## src/rtl/cos_poly_eval.sv

```systemverilog
// cos_poly_eval: consumer side of the cosine coefficient ROM.
//
// Takes phase words and folds each into the first quadrant. It drives the external ROM
// address and evaluates y = c0 + c1*x on the coefficients the ROM returns. Results go into
// a small output FIFO. An input credit check makes sure the FIFO can never overflow, so the
// pipeline never has to stall.
//
// Optional build macro: AWGN_COS_ROUND_EN
//   defined   -> slope term is rounded half up: (c1*x + 2^(Xb-1)) >> Xb
//   undefined -> slope term is truncated:       (c1*x) >> Xb
//
// Ports:
//   clk_i        clock, all logic on the rising edge
//   rst_ni       synchronous reset, active low
//   in_valid_i   phase word valid
//   in_ready_o   a phase word can be accepted this cycle
//   in_u_i       phase word {quadrant[1:0], addr[6:0], offset[Xb-1:0]}
//   rom_addr_o   cosine ROM address (the ROM registers c1/c0 one edge later)
//   rom_c1_i     ROM slope coefficient, unsigned
//   rom_c0_i     ROM intercept coefficient, unsigned
//   out_valid_o  out_y_o holds a valid result (FIFO not empty)
//   out_ready_i  downstream accepts out_y_o
//   out_y_o      signed result, two's complement

module cos_poly_eval #(
  parameter int unsigned Xb        = 7,
  parameter int unsigned FifoDepth = 4
) (
  input  logic          clk_i,
  input  logic          rst_ni,
  input  logic          in_valid_i,
  output logic          in_ready_o,
  input  logic [8+Xb:0] in_u_i,
  output logic [6:0]    rom_addr_o,
  input  logic [11:0]   rom_c1_i,
  input  logic [18:0]   rom_c0_i,
  output logic          out_valid_o,
  input  logic          out_ready_i,
  output logic [19:0]   out_y_o
);

  localparam int unsigned PtrW = $clog2(FifoDepth);
  localparam int unsigned CntW = PtrW + 1;
  localparam int unsigned PW   = 12 + Xb;

  localparam logic [CntW:0] DepthCmp = (CntW + 1)'(FifoDepth);
`ifdef AWGN_COS_ROUND_EN
  localparam logic [PW-1:0] RoundInc = PW'(1) << (Xb - 1);
`endif

  // ---------------------------------------------------------------------------------------
  // Quadrant fold
  // ---------------------------------------------------------------------------------------
  logic [1:0]    quad;
  logic [6:0]    addr_raw, addr_fold;
  logic [Xb-1:0] x_raw, x_fold;
  logic          neg_in;

  assign quad     = in_u_i[8+Xb:7+Xb];
  assign addr_raw = in_u_i[6+Xb:Xb];
  assign x_raw    = in_u_i[Xb-1:0];

  // Odd quadrants run the curve backwards: 127-a and (2^Xb-1)-x are bitwise inverses.
  always_comb begin
    addr_fold = addr_raw;
    x_fold    = x_raw;
    if (quad[0]) begin
      addr_fold = ~addr_raw;
      x_fold    = ~x_raw;
    end
    // Cosine is negative in quadrants 1 and 2.
    neg_in = quad[0] ^ quad[1];
  end

  // ---------------------------------------------------------------------------------------
  // State
  // ---------------------------------------------------------------------------------------
  logic            in_ready_q, in_ready_d;
  logic [6:0]      rom_addr_q;
  logic [Xb-1:0]   x0_q, x1_q;
  logic            neg0_q, neg1_q, neg2_q;
  logic            v0_q, v1_q, v2_q;
  logic [18:0]     m2_q;
  logic [CntW-1:0] inflight_q, inflight_d;
  logic [CntW-1:0] count_q, count_d;
  logic [PtrW-1:0] wr_ptr_q, wr_ptr_d;
  logic [PtrW-1:0] rd_ptr_q, rd_ptr_d;
  logic [19:0]     mem_q [FifoDepth];

  logic accept, push, pop;

  assign accept = in_valid_i & in_ready_q;
  assign push   = v2_q;
  assign pop    = out_valid_o & out_ready_i;

  // ---------------------------------------------------------------------------------------
  // Stage 2 datapath: ROM coefficients (valid after the edge following stage 0) with x1_q
  // ---------------------------------------------------------------------------------------
  logic [PW-1:0]    prod, prod_adj;
  logic [PW-Xb-1:0] prod_sh;
  logic [19:0]      m_sum;
  logic [18:0]      m_sat;

  assign prod = PW'(rom_c1_i) * PW'(x1_q);
`ifdef AWGN_COS_ROUND_EN
  // Cannot overflow PW bits: the largest product is at least 2^Xb below 2^PW.
  assign prod_adj = prod + RoundInc;
`else
  assign prod_adj = prod;
`endif
  assign prod_sh = prod_adj[PW-1:Xb];
  assign m_sum   = 20'(rom_c0_i) + 20'(prod_sh);
  // The sum stays below 2^20, so bit 19 set means exactly m > 0x7FFFF.
  assign m_sat   = m_sum[19] ? 19'h7FFFF : m_sum[18:0];

  // ---------------------------------------------------------------------------------------
  // Stage 3: apply sign, feeds the FIFO write
  // ---------------------------------------------------------------------------------------
  logic [19:0] y_pos, y3;

  assign y_pos = {1'b0, m2_q};
  assign y3    = neg2_q ? (20'd0 - y_pos) : y_pos;

  // ---------------------------------------------------------------------------------------
  // Credit, in-flight and FIFO bookkeeping
  // ---------------------------------------------------------------------------------------
  always_comb begin
    inflight_d = inflight_q;
    if (accept && !push) begin
      inflight_d = inflight_q + CntW'(1);
    end else if (!accept && push) begin
      inflight_d = inflight_q - CntW'(1);
    end

    count_d = count_q;
    if (push && !pop) begin
      count_d = count_q + CntW'(1);
    end else if (!push && pop) begin
      count_d = count_q - CntW'(1);
    end

    wr_ptr_d = push ? wr_ptr_q + PtrW'(1) : wr_ptr_q;
    rd_ptr_d = pop ? rd_ptr_q + PtrW'(1) : rd_ptr_q;

    // Registered so in_ready is low while in reset. Every accepted word has a FIFO slot
    // reserved until it is popped.
    in_ready_d = ({1'b0, count_d} + {1'b0, inflight_d}) < DepthCmp;
  end

  always_ff @(posedge clk_i) begin
    if (!rst_ni) begin
      in_ready_q <= 1'b0;
      rom_addr_q <= '0;
      x0_q       <= '0;
      x1_q       <= '0;
      neg0_q     <= 1'b0;
      neg1_q     <= 1'b0;
      neg2_q     <= 1'b0;
      v0_q       <= 1'b0;
      v1_q       <= 1'b0;
      v2_q       <= 1'b0;
      m2_q       <= '0;
      inflight_q <= '0;
      count_q    <= '0;
      wr_ptr_q   <= '0;
      rd_ptr_q   <= '0;
    end else begin
      in_ready_q <= in_ready_d;
      // Stage 0: the ROM address holds its last value while idle.
      if (accept) begin
        rom_addr_q <= addr_fold;
        x0_q       <= x_fold;
        neg0_q     <= neg_in;
      end
      v0_q       <= accept;
      // Stage 1: wait one edge for the ROM to register its coefficients.
      x1_q       <= x0_q;
      neg1_q     <= neg0_q;
      v1_q       <= v0_q;
      // Stage 2
      m2_q       <= m_sat;
      neg2_q     <= neg1_q;
      v2_q       <= v1_q;
      inflight_q <= inflight_d;
      count_q    <= count_d;
      wr_ptr_q   <= wr_ptr_d;
      rd_ptr_q   <= rd_ptr_d;
    end
  end

  // Storage is not reset. The cleared pointers and count make stale entries unreachable.
  always_ff @(posedge clk_i) begin
    if (push) begin
      mem_q[wr_ptr_q] <= y3;
    end
  end

  assign in_ready_o  = in_ready_q;
  assign rom_addr_o  = rom_addr_q;
  assign out_valid_o = (count_q != '0);
  assign out_y_o     = out_valid_o ? mem_q[rd_ptr_q] : 20'd0;

endmodule
```

## config.mk

```make
export PLATFORM = sky130hd
export DESIGN_NAME = cos_poly_eval
export DESIGN_NICKNAME = d
export VERILOG_FILES = /design/src/rtl/cos_poly_eval.sv
export SDC_FILE = /design/constraint.sdc
export NUM_CORES = 1
export LEC_CHECK = 0
export ABC_AREA = 1
export CAP_MARGIN = 20
export CORE_MARGIN = 2
export CORE_UTILIZATION = 65
export CTS_BUF_LIST = sky130_fd_sc_hd__clkbuf_4
export CTS_CLUSTER_SIZE = 12
export DETAILED_ROUTE_END_ITERATION = 6
export GPL_TIMING_DRIVEN = 0
export MAX_ROUTING_LAYER = met4
export PLACE_DENSITY_LB_ADDON = 0.12
export SLEW_MARGIN = 20
export SYNTH_ARGS = -nofsm -noshare
export SYNTH_HDL_FRONTEND = slang
export SYNTH_SLANG_ARGS = --single-unit
```

## constraint.sdc

```tcl
create_clock -name clk_i -period 9.8 [get_ports clk_i]
set_clock_uncertainty 0.1 [all_clocks]
set_input_delay 0.98 -clock clk_i [delete_from_list [all_inputs] [get_ports clk_i]]
set_output_delay 0.98 -clock clk_i [all_outputs]
set_load 0.02 [all_outputs]
```

==> flow_metrics.env <==
export IMPL_final_cell_mix="259 x nand2_1, 220 x inv_1, 133 x nor2_1"
export IMPL_layout_commonest_cell="nand2_1"
export IMPL_slew_headroom_pct=39.37
export IMPL_post_drt_wl_per_cell_um=13.56
export IMPL_antenna_found_initial=1
export IMPL_vias=7594
export IMPL_grt_max_degree=21
export IMPL_die_w_um=124.4
export IMPL_postCtsHoldBufs=0
export IMPL_num_nets_final=1420
export IMPL_detail_route_antenna_nets=0
export IMPL_cts_resized=0
export IMPL_postCtsSetupBuffers=0
export IMPL_run_status="finished clean"
export IMPL_hold_path_class="register to register"
export IMPL_setup_viol=0
export IMPL_synthAdderAreaFrac_pct=18.51
export IMPL_seq_area_mm2=0.003583
export IMPL_rows=44
export IMPL_fin_cells=1457
export IMPL_cts_htree_levels=4
export IMPL_root_buffer="clkbuf_4"
export IMPL_cpMostUsedCell="nand2_1"
export IMPL_ioPinCount=80
export IMPL_power_density_mw_per_mm2=198.8
export IMPL_ys_seq_area_share_pct=38.02
export IMPL_yosysWarnings=0
export IMPL_areaGrowthSynthToFinish_pct=14.19
export IMPL_fin_crit_ns=6.214
export IMPL_drc=0
export IMPL_syn_nets=1323
export IMPL_multi_input_area_mm2=0.004865
export IMPL_path_clk_slew_ns=0.12
export IMPL_synth_compound_area_share_pct=8.775
export IMPL_gp_congestion=0.8970
export IMPL_hold_ws_ns=0.3281
export IMPL_grt_pass1_wl_um=33890
export IMPL_grt_ovfl_total=0
export IMPL_avgViaCountPerCell=5.212
export IMPL_p_leak_uw=0.005537
export IMPL_fillers=1107
export IMPL_synthFlopType="edfxtp_1"
export IMPL_synth_top_family_by_area="simple AND/OR/NAND/NOR gates"
export IMPL_die_h_um=124.4
export IMPL_worstSkewPairLatency_ns=0.55
export IMPL_startpoint_type="input port"
export IMPL_track_usage_pct=27.88
export IMPL_synth_seq_cells=139
export IMPL_fmax_mhz=160.9
export IMPL_worstSetupPathType="input port to register"
export IMPL_crit_fanout=7
export IMPL_yosysTopAreaCell="edfxtp_1"
export IMPL_avgSynthCellArea_um2=8.111
export IMPL_final_area_mm2=0.01076
export IMPL_maxSlewViolCount=0
export IMPL_period_share_pct=63.41
export IMPL_drive_gt1_share_pct=4.874
export IMPL_clock_path_buffers=2
export IMPL_grt_pass1_vias=7480
export IMPL_ir_drop_mv=0.1011
export IMPL_async_flop_share_pct=0
export IMPL_hold_violations=0
export IMPL_yosys_area_share_simple_pct=19.85
export IMPL_rsz0062_at_grt="false"
export IMPL_wirelength_um=19750
export IMPL_dp_hpwl_um=15170
export IMPL_placed_area_mm2=0.01044
export IMPL_synth_xor_area_share_pct=4.367
export IMPL_place_inst=1424
export IMPL_clock_sinks=139
export IMPL_end_kind="register"
export IMPL_cp_slowest_cell="clkdlybuf4s50_1"
export IMPL_cts_made_buffers=17
export IMPL_drt_iter0_markers=528
export IMPL_worst_slew_pin_slew_ns=0.9084
export IMPL_critPathArrivalTime_ns=6.54
export IMPL_port_buffers=78
export IMPL_synth_area_top_cells="edfxtp_1 25%, dfxtp_1 13%, fa_1 10%, nand2_1 10%, inv_1 8.8%"
export IMPL_drv_cap=0
export IMPL_synth_top_area_share_pct=25.49
export IMPL_firstDrtPassIters=7
export IMPL_core_area_mm2=0.01437
export IMPL_finalSetupTns_ns=0
export IMPL_fp_dieArea_mm2=0.01548
export IMPL_ys_types=40
export IMPL_syn_inst=1162
export IMPL_initial_core_util_pct=65.60
export IMPL_synth_edff_count=80
export IMPL_cts_tree="built"
export IMPL_synth_area_mm2=0.009425
export IMPL_critical_path_required_ns=10.13
export IMPL_slowest_delay_ns=0.66
export IMPL_muxShareOfSynthArea_pct=0.1195
-- where the power goes --
group	switching (uW)	internal, uW	leakage [uW]
Sequential	36.1	702	0.00122
Clock	202	211	0.000182
Combinational	606	382	0.00414
-- worst paths after layout --
kind,slack [ns],end,start,depth (start not counted)
worst max-delay path,3.59,m2_q[17]$_SDFF_PN0_,rom_c1_i[5],29
worst min-delay path,0.33,push$_SDFF_PN0_,v1_q$_SDFF_PN0_,2
worst max register to register,3.78,m2_q[17]$_SDFF_PN0_,x1_q[5]$_SDFF_PN0_,29
worst min register to register,0.33,push$_SDFF_PN0_,v1_q$_SDFF_PN0_,2
-- state kept, by name (all words and copies together), names as in the netlist, 2 cells and up, named ones only --
register,cells
count_q,3
x0_q,7
inflight_q,3
wr_ptr_q,2
x1_q,7
rom_addr_o,7
rd_ptr_q,2
m2_q,19
mem_q,80
-- metal layers --
layer,part of all wire [%],up-vias,routed length [um],global-route usage (%)
met3,5.5,36,1091,5.198
met1,41,3483,8138,32.51
li1,-,3832,-,-
met5,0,-,0,-
met2,51,243,10120,48.86
met4,2.0,0,397,9.055
-- worst max-delay path: cells and delay by family --
family | cells | cell delay (ns)
buf+inv | 6 | 0.97
fa+ha+maj | 6 | 2.72
compound gates | 2 | 0.41
simple gates | 15 | 1.43
-- cell type report --
type                       instances  share of cell area [%]
multi-input combinational        769                   45.20
clock buffer                      20                   1.395
timing repair buffer              78                   7.254
tap                              184                   2.139
clock inverter                    12                   1.616
inverter                         221                   7.708
antenna                            1                 0.02325
buffer                            33                   1.372
sequential                       139                   33.29
-- kinds of logic (layout without fill, tap and decap cells) --
logic type                 Yosys count  after routing
AOI/OAI and AO/OA                  149            149
muxes                                1              1
buffers and inverters              254            364
DFF                                139            139
xor gates and xnor gates            47             47
adders and majority gates          110            110
and+or+nand+nor                    462            462
other                                0              1
-- cell usage after synthesis (3+ instances only) --
cell type	number
a21oi_1	59
o22ai_1	8
edfxtp_1	80
inv_1	220
o21ai_0	61
and2_1	4
nor2_2	3
o21ai_1	3
buf_2	6
dfxtp_1	59
nand2_2	5
xnor2_1	18
nand2_1	259
ha_1	61
nand3_1	38
nor2_1	133
clkbuf_1	24
nor3_1	7
o21bai_1	3
a21oi_2	8
xor2_1	29
nand4_1	3
fa_1	49
-- stage by stage --
| stage | power (uW) | util [%] | worst slack (ns) |
|---|---|---|---|
| floorplan | 1420 | - | 4.134 |
| global placement | 1710 | 72.63 | 3.109 |
| detailed placement | 1736 | 72.63 | 3.051 |
| CTS | 2146 | 74.89 | 3.672 |
| global route | 2303 | 74.90 | 3.159 |
| finish | 2140 | 74.90 | 3.586 |
Note: power is estimated with default switching activity, not from simulation.
